$ cat src/rtl/alu_sub_sequencer.sv
// alu_sub_sequencer: round-robin shared WIDTH-bit subtractor, one or two borrow-chained passes, owns NZCV
module alu_sub_sequencer #(
   parameter int WIDTH = 32
) (
   input  logic               clk,
   input  logic               rst,
   input  logic               req0_valid,
   output logic               req0_ready,
   input  logic [2*WIDTH-1:0] req0_a,
   input  logic [2*WIDTH-1:0] req0_b,
   input  logic               req0_wide,
   input  logic               req0_s,
   input  logic               req1_valid,
   output logic               req1_ready,
   input  logic [2*WIDTH-1:0] req1_a,
   input  logic [2*WIDTH-1:0] req1_b,
   input  logic               req1_wide,
   input  logic               req1_s,
   output logic               rsp_valid,
   input  logic               rsp_ready,
   output logic               rsp_id,
   output logic [2*WIDTH-1:0] rsp_result,
   output logic [3:0]         rsp_flags,
   output logic [3:0]         flags_out,
   output logic               busy
);
   typedef enum logic [1:0] {IDLE, LO, HI, RESP} state_t;
   state_t state, state_nx;
   logic last1, g0, g1, accept, hs;
   logic [2*WIDTH-1:0] a_r, b_r, res_d;
   logic wide_r, s_r, id_r;
   logic [WIDTH-1:0] lo_r, hi_r, lo_d, hi_d;
   logic bl_r, vl_r, bh_r, vh_r, bl_d, bh_d, vl_d, vh_d;
   logic [3:0] flg_d;
   always_comb begin
      g0 = req0_valid & (~req1_valid | last1);
      g1 = req1_valid & ~g0;
      req0_ready = (state == IDLE) & g0;
      req1_ready = (state == IDLE) & g1;
      accept = req0_ready | req1_ready;
      hs = rsp_valid & rsp_ready;
      {bl_d, lo_d} = {1'b0, a_r[WIDTH-1:0]} - {1'b0, b_r[WIDTH-1:0]};
      {bh_d, hi_d} = {1'b0, a_r[2*WIDTH-1:WIDTH]} - {1'b0, b_r[2*WIDTH-1:WIDTH]} - {{WIDTH{1'b0}}, bl_r};
      vl_d = (a_r[WIDTH-1] ^ b_r[WIDTH-1]) & (lo_d[WIDTH-1] ^ a_r[WIDTH-1]);
      vh_d = (a_r[2*WIDTH-1] ^ b_r[2*WIDTH-1]) & (hi_d[WIDTH-1] ^ a_r[2*WIDTH-1]);
      res_d = wide_r ? {hi_r, lo_r} : {{WIDTH{lo_r[WIDTH-1]}}, lo_r};
      flg_d = wide_r ? {hi_r[WIDTH-1], ~|{hi_r, lo_r}, ~bh_r, vh_r}
                     : {lo_r[WIDTH-1], ~|lo_r, ~bl_r, vl_r};
      state_nx = (state == IDLE) ? (accept ? LO : IDLE) :
                 (state == LO)   ? (wide_r ? HI : RESP) :
                 (state == HI)   ? RESP :
                 (hs ? IDLE : RESP);
   end
   assign busy = (state != IDLE);
   always_ff @(posedge clk or posedge rst) begin
      if (rst) begin
         state      <= IDLE;
         last1      <= 1'b1;
         a_r        <= '0;
         b_r        <= '0;
         wide_r     <= 1'b0;
         s_r        <= 1'b0;
         id_r       <= 1'b0;
         lo_r       <= '0;
         hi_r       <= '0;
         bl_r       <= 1'b0;
         vl_r       <= 1'b0;
         bh_r       <= 1'b0;
         vh_r       <= 1'b0;
         rsp_valid  <= 1'b0;
         rsp_id     <= 1'b0;
         rsp_result <= '0;
         rsp_flags  <= '0;
         flags_out  <= '0;
      end else begin
         state <= state_nx;
         if (accept) begin
            a_r    <= req1_ready ? req1_a : req0_a;
            b_r    <= req1_ready ? req1_b : req0_b;
            wide_r <= req1_ready ? req1_wide : req0_wide;
            s_r    <= req1_ready ? req1_s : req0_s;
            id_r   <= req1_ready;
            last1  <= req1_ready;
         end
         if (state == LO) begin
            lo_r <= lo_d;
            bl_r <= bl_d;
            vl_r <= vl_d;
         end
         if (state == HI) begin
            hi_r <= hi_d;
            bh_r <= bh_d;
            vh_r <= vh_d;
         end
         // response registers load once on the first RESP cycle, then hold through any stall
         if (state == RESP && !rsp_valid) begin
            rsp_valid  <= 1'b1;
            rsp_id     <= id_r;
            rsp_result <= res_d;
            rsp_flags  <= flg_d;
         end
         if (hs) begin
            rsp_valid <= 1'b0;
            if (s_r) flags_out <= rsp_flags;
         end
      end
   end
endmodule

$ cat config.mk
export PLATFORM = sky130hd
export DESIGN_NAME = alu_sub_sequencer
export DESIGN_NICKNAME = d
export VERILOG_FILES = /design/src/rtl/alu_sub_sequencer.sv
export SDC_FILE = /design/constraint.sdc
export NUM_CORES = 1
export LEC_CHECK = 0
export CORE_MARGIN = 2
export CORE_UTILIZATION = 45
export DETAILED_ROUTE_END_ITERATION = 8
export PLACE_DENSITY_LB_ADDON = 0.1
export RECOVER_POWER = 100
export SYNTH_ARGS = -nofsm -noshare
export SYNTH_HDL_FRONTEND = slang
export SYNTH_SLANG_ARGS = --single-unit
$ cat constraint.sdc
create_clock -name clk -period 15 [get_ports clk]
set_input_delay 4.5 -clock clk [delete_from_list [all_inputs] [get_ports clk]]
set_output_delay 4.5 -clock clk [all_outputs]
set_load 0.02 [all_outputs]
## After elaboration in Yosys (flattened, before gate mapping)

Cells that the tools add are included.

| word-level totals | value |
|---|---|
| register bits after elaboration | 276 |
| bits in latches | 0 |
| bits in writable memories | 0 |
| bits in read-only memories | 0 |
| input port bits | 265 |
| output and inout port bits | 77 |
| logic and storage cells | 65 |
| memories | 0 |

| operators by class | value |
|---|---|
| add/subtract/negate cells | 3 |
| multipliers | 0 |
| div/mod/pow operators | 0 |
| $lt $le $gt $ge | 0 |
| equal/unequal tests | 3 |
| shift operators | 0 |
| muxes and demuxes | 14 |
| bitwise logic cells | 17 |
| reductions and logical operators | 10 |

Operator list:

| cell | count |
|---|---|
| 64-bit 2-to-1 mux | 3 |
| 32-bit by 32-bit subtractor with 33-bit output | 2 |
| 64-bit OR reduction | 1 |
| 33-bit by 1-bit subtractor with 33-bit output | 1 |
| 32-bit OR reduction | 1 |
| 2-bit 2-to-1 mux | 4 |
| 1-bit bitwise AND | 7 |
| 1-bit 2-to-1 mux | 6 |
| 2-bit equality test, second input constant | 2 |
| 4-bit 2-to-1 mux | 1 |
| 1-bit inverter | 4 |
| 2-bit nonzero test | 2 |
| 1-bit bitwise XOR | 4 |
| 1-bit logical NOT | 3 |
| 2-bit by 1-bit equality test with 1-bit output, second input constant | 1 |
| 2-bit logical NOT | 1 |
| 1-bit bitwise OR | 2 |
| 2-bit AND reduction | 1 |
| 1-bit logical AND | 1 |

## Longest topological paths before layout

Gate-level depths: netlist of run 1.

| logic depth | value |
|---|---|
| depth in word-level cells | 9 |
| gate-level depth with buffers | 14 |
| mapped depth without buffers | 13 |

## Least setup slack after synthesis of run 1

Ideal clock, no wire load.

| timing | value |
|---|---|
| path kind | input-to-output |
| from | in req1_valid |
| to | out req0_ready |
| arrival | 5.287 ns |
| data required time | 10.500 ns |
| setup slack | 5.213 ns |
| stages on the path | 4 |
| path buffers | 1 |
| cells stage by stage | nand2b_1 nand3_1 inv_2 clkbuf_1 |

| between the ends | value |
|---|---|
| word-level cells in the longest chain between the ends | 4 |

Ends and longest elaborated chain:

| element | line | source |
|---|---|---|
| start, declared | 13 | `input logic req1_valid,` |
| 1-bit inverter | 36 | `g0 = req0_valid & (~req1_valid \| last1);` |
| 1-bit bitwise OR | 36 |  |
| 1-bit bitwise AND | 36 |  |
| 1-bit bitwise AND | 38 | `req0_ready = (state == IDLE) & g0;` |
| end, declared | 8 | `output logic req0_ready,` |

No other way between the ends.

## Worst setup path in the final report of run 1

| timing | value |
|---|---|
| from | in req1_valid |
| to | out req1_ready |

| between the ends | value |
|---|---|
| word-level cells in the longest chain between the ends | 6 |

Ends and longest elaborated chain:

| element | line | source |
|---|---|---|
| 1-bit inverter | 36 |  |
| 1-bit bitwise OR | 36 |  |
| 1-bit bitwise AND | 36 |  |
| 1-bit inverter | 37 | `g1 = req1_valid & ~g0;` |
| 1-bit bitwise AND * | 37 |  |
| 1-bit bitwise AND * | 39 | `req1_ready = (state == IDLE) & g1;` |
| end, declared | 14 | `output logic req1_ready,` |

Every way passes the cells marked *; elsewhere a longest branch is shown, timed or not.

==> results of run 1 <==
==> how the worst min path moves through the flow <==
stage	slack (ns)	to
floorplan	0.45	b_r[1]
global placement	0.46	rsp_result[33]
detailed placement	0.47	b_r[5]
CTS	0.48	b_r[5]
global route	0.49	b_r[5]
finish	0.47	rsp_result[36]
==> cells in the mapped netlist (18+ instances only) <==
cell	n
nand2_1	397
dfrtp_1	274
nor2_1	176
inv_1	145
a31oi_1	129
o21ai_0	98
ha_1	94
clkbuf_1	93
a21oi_1	85
mux2_2	38
xnor2_1	30
o21ai_1	26
a21o_1	23
xor2_1	23
nand3_1	20
nor4_1	18
==> worst register-to-register path, delay by kind of cell, from the launching register on <==
family                 cells  cell delay (ns)
buffers and inverters      2             4.24
and+or+nand+nor            5             2.03
DFF                        1             0.48
==> flip-flops by register name (all words and copies together), names as in the netlist <==
signal,flops
a_r,64
s_r,1
b_r,64
lo_r,32
hi_r,32
last1,1
rsp_valid,1
vl_r,1
wide_r,1
bl_r,1
state,2
rsp_result,64
rsp_flags,3
flags_out,4
vh_r,1
bh_r,1
id_r,1
rsp_id,1
==> power by group through the flow <==
stage / Clock [W] / Sequential (W) / Combinational, W
finish: 0.000772 / 0.00137 / 0.00323
global route: 0.000819 / 0.00141 / 0.00361
CTS: 0.000785 / 0.00137 / 0.00325
detailed placement: 0 / 0.00138 / 0.00322
global placement: 0 / 0.00137 / 0.00317
floorplan: 0 / 0.00139 / 0.00222
==> logic make-up after synthesis <==
group / synth area share (%)
xor+xnor: 3.14
simple gates: 18.3
mux: 2.96
buf+inv: 5.96
flops: 44.4
fa+ha+maj: 7.98
compound gates: 17.2
==> final cells by class <==
| cell class | count | area, µm² |
|---|---|---|
| Fill cell | 3039 | 13500 |
| Multi-Input combinational cell | 1312 | 7680 |
| Sequential cell | 275 | 6880 |
| Timing Repair Buffer | 351 | 3470 |
| Clock buffer | 39 | 793 |
| Tap cell | 448 | 561 |
| Inverter | 147 | 554 |
| Clock inverter | 14 | 230 |
==> stage by stage <==
step	total power [W]	worst slack, ns	cells	utilization, %	hold WS, ns
after global routing	0.00584	1.59	2586	59.9	0.491
after CTS	0.00540	3.31	2586	60.1	0.479
after detailed placement	0.00460	3.32	2533	57.0	0.466
after floorplan	0.00361	2.92	1832	-	0.446
final	0.00536	1.99	2586	59.9	0.472
after global placement	0.00454	3.35	2533	57.0	0.460
==> layout by cell type, fill, tap and decap left out, drive strengths merged, types with 9 or more instances in the layout <==
| master | count |
|---|---|
| a211oi | 11 |
| a21o | 23 |
| a21oi | 86 |
| a31oi | 129 |
| clkbuf | 44 |
| clkdlybuf4s50 | 262 |
| dfrtp | 274 |
| dlygate4sd3 | 79 |
| ha | 94 |
| inv | 145 |
| mux2 | 38 |
| nand2 | 397 |
| nand2b | 9 |
| nand3 | 21 |
| nand4 | 15 |
| nor2 | 176 |
| nor3 | 11 |
| nor4 | 18 |
| o21ai | 124 |
| xnor2 | 30 |
| xor2 | 23 |
==> per-layer routing <==
metal | vias to the layer above | GRT usage [%]
met5 | - | 0
met4 | 6 | 5.46
met3 | 54 | 3.62
met2 | 378 | 34.6
met1 | 6499 | 37.9
li1 | 6824 | -
==> results.tsv, run 1 <==
metric	value	unit
status	finished, violations left	
violations	max-capacitance violations, max-slew violations	
dieWidth	190	µm
cp-end-kind	output pin	
syn_to_final_growth	30.2	%
cts_tree	yes	
hold_violations	0	
drtIter0Drc	836	
antenna_found_initial	3	
synth_cell_types	67	
fin_crit	13.01	ns
grt_pass1_vias	13300	
critical_path.slowest_cell	nand3_1	
io_buffers	341	
startpoint	req1_valid	
r2r_setup_slack	8.09	ns
p_int	0.00293	W
pwr-share-comb	60.1	%
crit_buf_inv	3	
cts_resized	0	
cts.sinks	275	
finalWirelength	43400	µm
seqPwrFrac	25.5	%
grt_max_degree	140	
gp_congestion	0.888	
clk_path_buf_depth	3	
reg2regPathDepth	7	
core	33700	µm²
yosysWarningCount	0	
antenna_left	0	
cpLargestDelayFamily	buffers and inverters	
power_switching	0.00243	W
hold_start	rsp_result[36]	
grt.total_usage	24.0	%
tightest_slew	6.22	ns
top_layer	met5	
synth.area.top_cells	dfrtp_1 44%, nand2_1 9.6%, ha_1 7.6%	
yosysTopAreaCell	dfrtp_1	
postCtsSetupBuffers	0	
finalSetupTns	0	ns
leakagePower	9.31	nW
finalClockSkew	0.0230	ns
cp.depth	4	
drtPass1Iterations	5	
crit_path_max_incr_delay	1.77	ns
start_util	46.0	%
dr_wl_met3	2380	µm
p_per_area	266	nW/µm²
io_pins	342	
cp_max_fo	71	
async_flop_share	100	%
die_y	190	µm
num_antenna_cells	0	
cts-buffers-inserted	29	
hold_depth	2	
r2r_end	b_r[0]	
clock_latency	0.56	ns
stdcell_area	20200	µm²
synth_seq_cells	275	
r2r_start	state[0]	
synth_nets	2194	
startpoint_type	input pin	
avgViaCountPerCell	5.32	
critPathRequiredTime	10.50	ns
dr_wl_met2	17800	µm
placed_area	19200	µm²
wl_per_cell	16.8	µm
cts-root-buf	clkbuf_16	
clkTransAtPathRegs	0.06	ns
max_clock_freq	0.0768	GHz
die-area	35900	µm²
met1_length	22200	µm
grt_setup_unrepaired	false	
drc	0	
syn_avg_cell_area	8.46	µm²
crit_end	req1_ready	
grt_pass1_wl	70300	µm
netlist_area	15500	µm²
num_vias	13800	
htreeDepth	1	
fin_crit_sh	86.8	%
nNetsFinal	2478	
synth_edf_count	0	
yosysSeqAreaShare	44.4	%
synth_top_area_share	44.3	%
switching_share	45.3	%
vdd_ir_drop_max	0.000124	V
dpl.hpwl	32500	µm
finalSetupViolations	0	
p_clk_share	14.4	%
crit_chain	dlygate4sd3_1 -> nand3_1 -> clkinv_1 -> clkdlybuf4s50_1	
drive_gt1_share	4.91	%
cp.arrival	8.51	ns
synth_cells	1832	
hp-class	register to register	
slew_violations	661	
slew_headroom	-317	%
row_count	67	
max_cap_viol_count	8	
worstSetupPathType	input pin to output pin	
overflow	0	
synthFlopType	dfrtp_1	
hold_buffers	0	
No activity file was read; power rests on OpenSTA's default activity.
==> run 2, diff against run 1 <==
==> constraint.sdc (replaced) <==
create_clock -name clk -period 10.82 [get_ports clk]
set_input_delay 3.246 -clock clk [delete_from_list [all_inputs] [get_ports clk]]
set_output_delay 3.246 -clock clk [all_outputs]
set_load 0.02 [all_outputs]
==> results.tsv, run 2 (same netlist as run 1, synthesis figures left out) <==
metric	value	unit
clk_path_buf_depth	3	
slew_headroom	-203	%
grt.total_usage	23.8	%
r2r_start	state[0]	
grt_pass1_wl	69900	µm
critPathRequiredTime	7.57	ns
startpoint	req1_valid	
drc	0	
p_per_area	370	nW/µm²
vdd_ir_drop_max	0.000187	V
slew_violations	692	
syn_to_final_growth	31.2	%
hp-class	register to register	
grt_setup_unrepaired	false	
row_count	67	
start_util	46.0	%
reg_top3	a_r: 64 flops, b_r: 64 flops, rsp_result: 64 flops	
max_cap_viol_count	9	
finalSetupTns	0	ns
final_cell_mix	397 x nand2_1, 274 x dfrtp_1, 262 x clkdlybuf4s50_1	
fill_cells	3094	
finalClockSkew	0.0148	ns
fin_cells	2591	
fin_crit_sh	84.5	%
cts-root-buf	clkbuf_16	
violations	max-capacitance violations, max-slew violations	
dpl.cell_count	2535	
dieWidth	190	µm
postCtsSetupBuffers	0	
cts_tree	yes	
wl_per_cell	16.6	µm
cts.sinks	275	
leakagePower	9.39	nW
hold_buffers	0	
worstSetupPathType	input pin to output pin	
io_buffers	341	
finalWirelength	43100	µm
final_common_cell	nand2_1	
cts_resized	0	
cp-end-kind	output pin	
tightest_slew	4.55	ns
max_clock_freq	0.109	GHz
grt_pass1_vias	13500	
status	finished, violations left	
htreeDepth	1	
nNetsFinal	2481	
pre_cts_ws	1.80	ns
finalSetupViolations	0	
drive_gt1_share	5.28	%
layout_setup_ws	1.68	ns
clkTransAtPathRegs	0.06	ns
antenna_left	0	
core	33700	µm²
fin_crit	9.14	ns
clock_latency	0.56	ns
die-area	35900	µm²
io_pins	342	
hold_start	rsp_result[54]	
avgViaCountPerCell	5.33	
gp_congestion	0.924	
startpoint_type	input pin	
grt_max_degree	106	
drtIter0Drc	804	
drtPass1Iterations	5	
antenna_found_initial	2	
cp.arrival	5.90	ns
cts-buffers-inserted	30	
hold_violations	0	
num_vias	13800	
cp_max_fo	59	
dpl.hpwl	32000	µm
die_y	190	µm
overflow	0	
-- run 2: final timing paths --
check	end	slack, ns	cells past startpoint
max reg2reg	b_r[2]	4.26	7
min	rsp_result[54]	0.47	2
min in group asynchronous	rsp_result[36]	4.53	3
max in group asynchronous	a_r[6]	2.89	4
min reg2reg	rsp_result[54]	0.47	2
max	req0_ready	1.68	5
-- run 2: metal layers --
layer,GRT usage [%],up-vias,share of wire (%)
met5,0,-,0
met4,6.38,0,2.5
met3,3.45,71,5.8
met2,34.6,405,41
met1,36.9,6478,51
li1,-,6860,-
-- run 2: metrics by stage --
stage | power (W) | util, % | area [µm²] | hold WS [ns]
2_1_floorplan | 0.00500 | - | 15500 | 0.446
3_3_place_gp | 0.00627 | 57.1 | 19200 | 0.461
3_5_place_dp | 0.00638 | 57.1 | 19200 | 0.466
4_1_cts | 0.00757 | 60.5 | 20400 | 0.481
5_1_grt | 0.00816 | 60.3 | 20300 | 0.501
6_report | 0.00751 | 60.3 | 20300 | 0.470
-- run 2: worst max-delay path: stages --
cell and delay (ns):
dlygate4sd3_1 0.62, nand2b_1 0.15, nand3_4 0.52, inv_4 0.57
dlygate4sd3_1 0.77
-- run 2: final cells by class --
type	instances	area, µm²	share of cell area, %
Timing Repair Buffer	353	3470	17.1
Multi-Input combinational cell	1312	7700	37.9
Antenna cell	2	5.00	0.0246
Inverter	147	558	2.75
Clock buffer	42	907	4.46
Clock inverter	12	235	1.16
Sequential cell	275	6880	33.9
Tap cell	448	561	2.76
-- run 2: power breakdown --
part / switching, W / total, W / internal, W
clock: 0.000416 / 0.00116 / 0.000745
sequential: 0.000353 / 0.00189 / 0.00154
combinational: 0.00260 / 0.00446 / 0.00186
==> run 3, diff against run 2 <==
==> constraint.sdc (replaced) <==
create_clock -name clk -period 9.23 [get_ports clk]
set_input_delay 2.769 -clock clk [delete_from_list [all_inputs] [get_ports clk]]
set_output_delay 2.769 -clock clk [all_outputs]
set_load 0.02 [all_outputs]
==> results.tsv, run 3 (same netlist as run 1, synthesis figures left out) <==
metric	value	unit
status	finished, violations left	
violations	max-capacitance violations, max-slew violations	
tightest_slew	4.11	ns
wl_per_cell	16.5	µm
slew_headroom	-174	%
r2r_start	state[0]	
die_y	190	µm
cts_tree	yes	
fin_cells	2596	
cp_max_fo	59	
seqPwrFrac	25.5	%
vdd_ir_drop_max	0.000207	V
grt_pass1_wl	69100	µm
nNetsFinal	2483	
pwr-share-comb	60.0	%
hold_violations	0	
drc	0	
r2r_end	b_r[0]	
die-area	35900	µm²
dieWidth	190	µm
cts_resized	0	
antenna_left	0	
worstSetupPathType	input pin to output pin	
hp-class	register to register	
antenna_found_initial	3	
final_cell_mix	397 x nand2_1, 274 x dfrtp_1, 262 x clkdlybuf4s50_1	
holdWs	0.469	ns
p_clk_share	14.5	%
cts-root-buf	clkbuf_16	
switching_share	45.5	%
fin_crit_sh	85.9	%
clkTransAtPathRegs	0.06	ns
startpoint	req1_valid	
grt_setup_unrepaired	false	
overflow	0	
final_util	60.1	%
cts.sinks	275	
hold_buffers	0	
cp-end-kind	output pin	
clock_latency	0.58	ns
startpoint_type	input pin	
grt_max_degree	123	
total_power	0.00871	W
postCtsSetupBuffers	0	
start_util	46.0	%
leakagePower	9.34	nW
drtIter0Drc	984	
fin_crit	7.93	ns
reg2regPathDepth	8	
io_pins	342	
gp_congestion	0.905	
avgViaCountPerCell	5.31	
clk_path_buf_depth	3	
finalSetupViolations	0	
slew_violations	603	
r2r_setup_slack	4.10	ns
cp.arrival	5.16	ns
drive_gt1_share	5.18	%
drtPass1Iterations	5	
p_int	0.00475	W
dpl.cell_count	2536	
core	33700	µm²
fill_cells	3089	
io_buffers	341	
num_vias	13800	
max_clock_freq	0.126	GHz
power_switching	0.00396	W
max_cap_viol_count	8	
finalSetupTns	0	ns
crit_end	req0_ready	
finalClockSkew	0.0163	ns
cts-buffers-inserted	31	
grt.total_usage	23.6	%
grt_pass1_vias	13200	
reg_top3	a_r: 64 flops, b_r: 64 flops, rsp_result: 64 flops	
hold_depth	2	
finalWirelength	42700	µm
dpl.hpwl	32000	µm
critPathRequiredTime	6.46	ns
final_common_cell	nand2_1	
htreeDepth	1	
row_count	67	
syn_to_final_growth	30.6	%
p_per_area	430	nW/µm²
-- run 3: changes by cell type in the layout (fill, tap and decap cells not counted), moves of 2 or more --
cell,change
clkbuf_1,+6
bufinv_16,-4
clkbuf_2,-2
clkbuf_8,-2
clkinvlp_2,+2
diode_2,+2
-- run 3: final cells by class --
cell class              instances  area, µm²  area share, %
repair buffers                354       3480           17.2
clock buffers                  44        895           4.42
inverters                     147        554           2.74
multi-input cells            1312       7700           38.1
clock inverters                12        156          0.773
well taps                     448        561           2.77
diodes                          4       10.0         0.0495
flip-flops and latches        275       6880           34.0
-- run 3: metrics by stage --
stage | setup WS (ns) | area [µm²]
2_1_floorplan | 2.82 | 15500
3_3_place_gp | 1.59 | 19300
3_5_place_dp | 1.57 | 19300
4_1_cts | 1.55 | 20300
5_1_grt | 1.17 | 20200
6_report | 1.30 | 20200
-- run 3: worst min path at each step --
stage	from	end	slack, ns
after floorplan	b_r[1]	b_r[1]	0.45
final	rsp_result[46]	rsp_result[46]	0.47
after global routing	rsp_result[39]	rsp_result[39]	0.50
after global placement	rsp_result[60]	rsp_result[60]	0.46
after detailed placement	b_r[4]	b_r[4]	0.47
after CTS	rsp_result[46]	rsp_result[46]	0.48
-- run 3: layer usage --
metal  up-vias  wire length [µm]  global-route usage [%]
met3        54              2810                    3.98
met1      6464             21400                    36.7
met2       409             17700                    34.2
met4         0               875                    5.69
met5         -                 0                       0
li1       6845                 -                       -
-- run 3: power groups by stage --
stage	combinational (W)	clock, W	sequential [W]
2_1_floorplan	0.00361	0	0.00225
6_report	0.00523	0.00126	0.00222
3_5_place_dp	0.00522	0	0.00224
3_3_place_gp	0.00514	0	0.00223
4_1_cts	0.00526	0.00129	0.00223
5_1_grt	0.00584	0.00134	0.00229
-- run 3: worst max-delay path: stages --
cell           delay (ns)
dlygate4sd3_1        0.63
nand2b_1             0.15
nand3_4              0.54
clkinvlp_2           0.36
dlygate4sd3_1        0.71
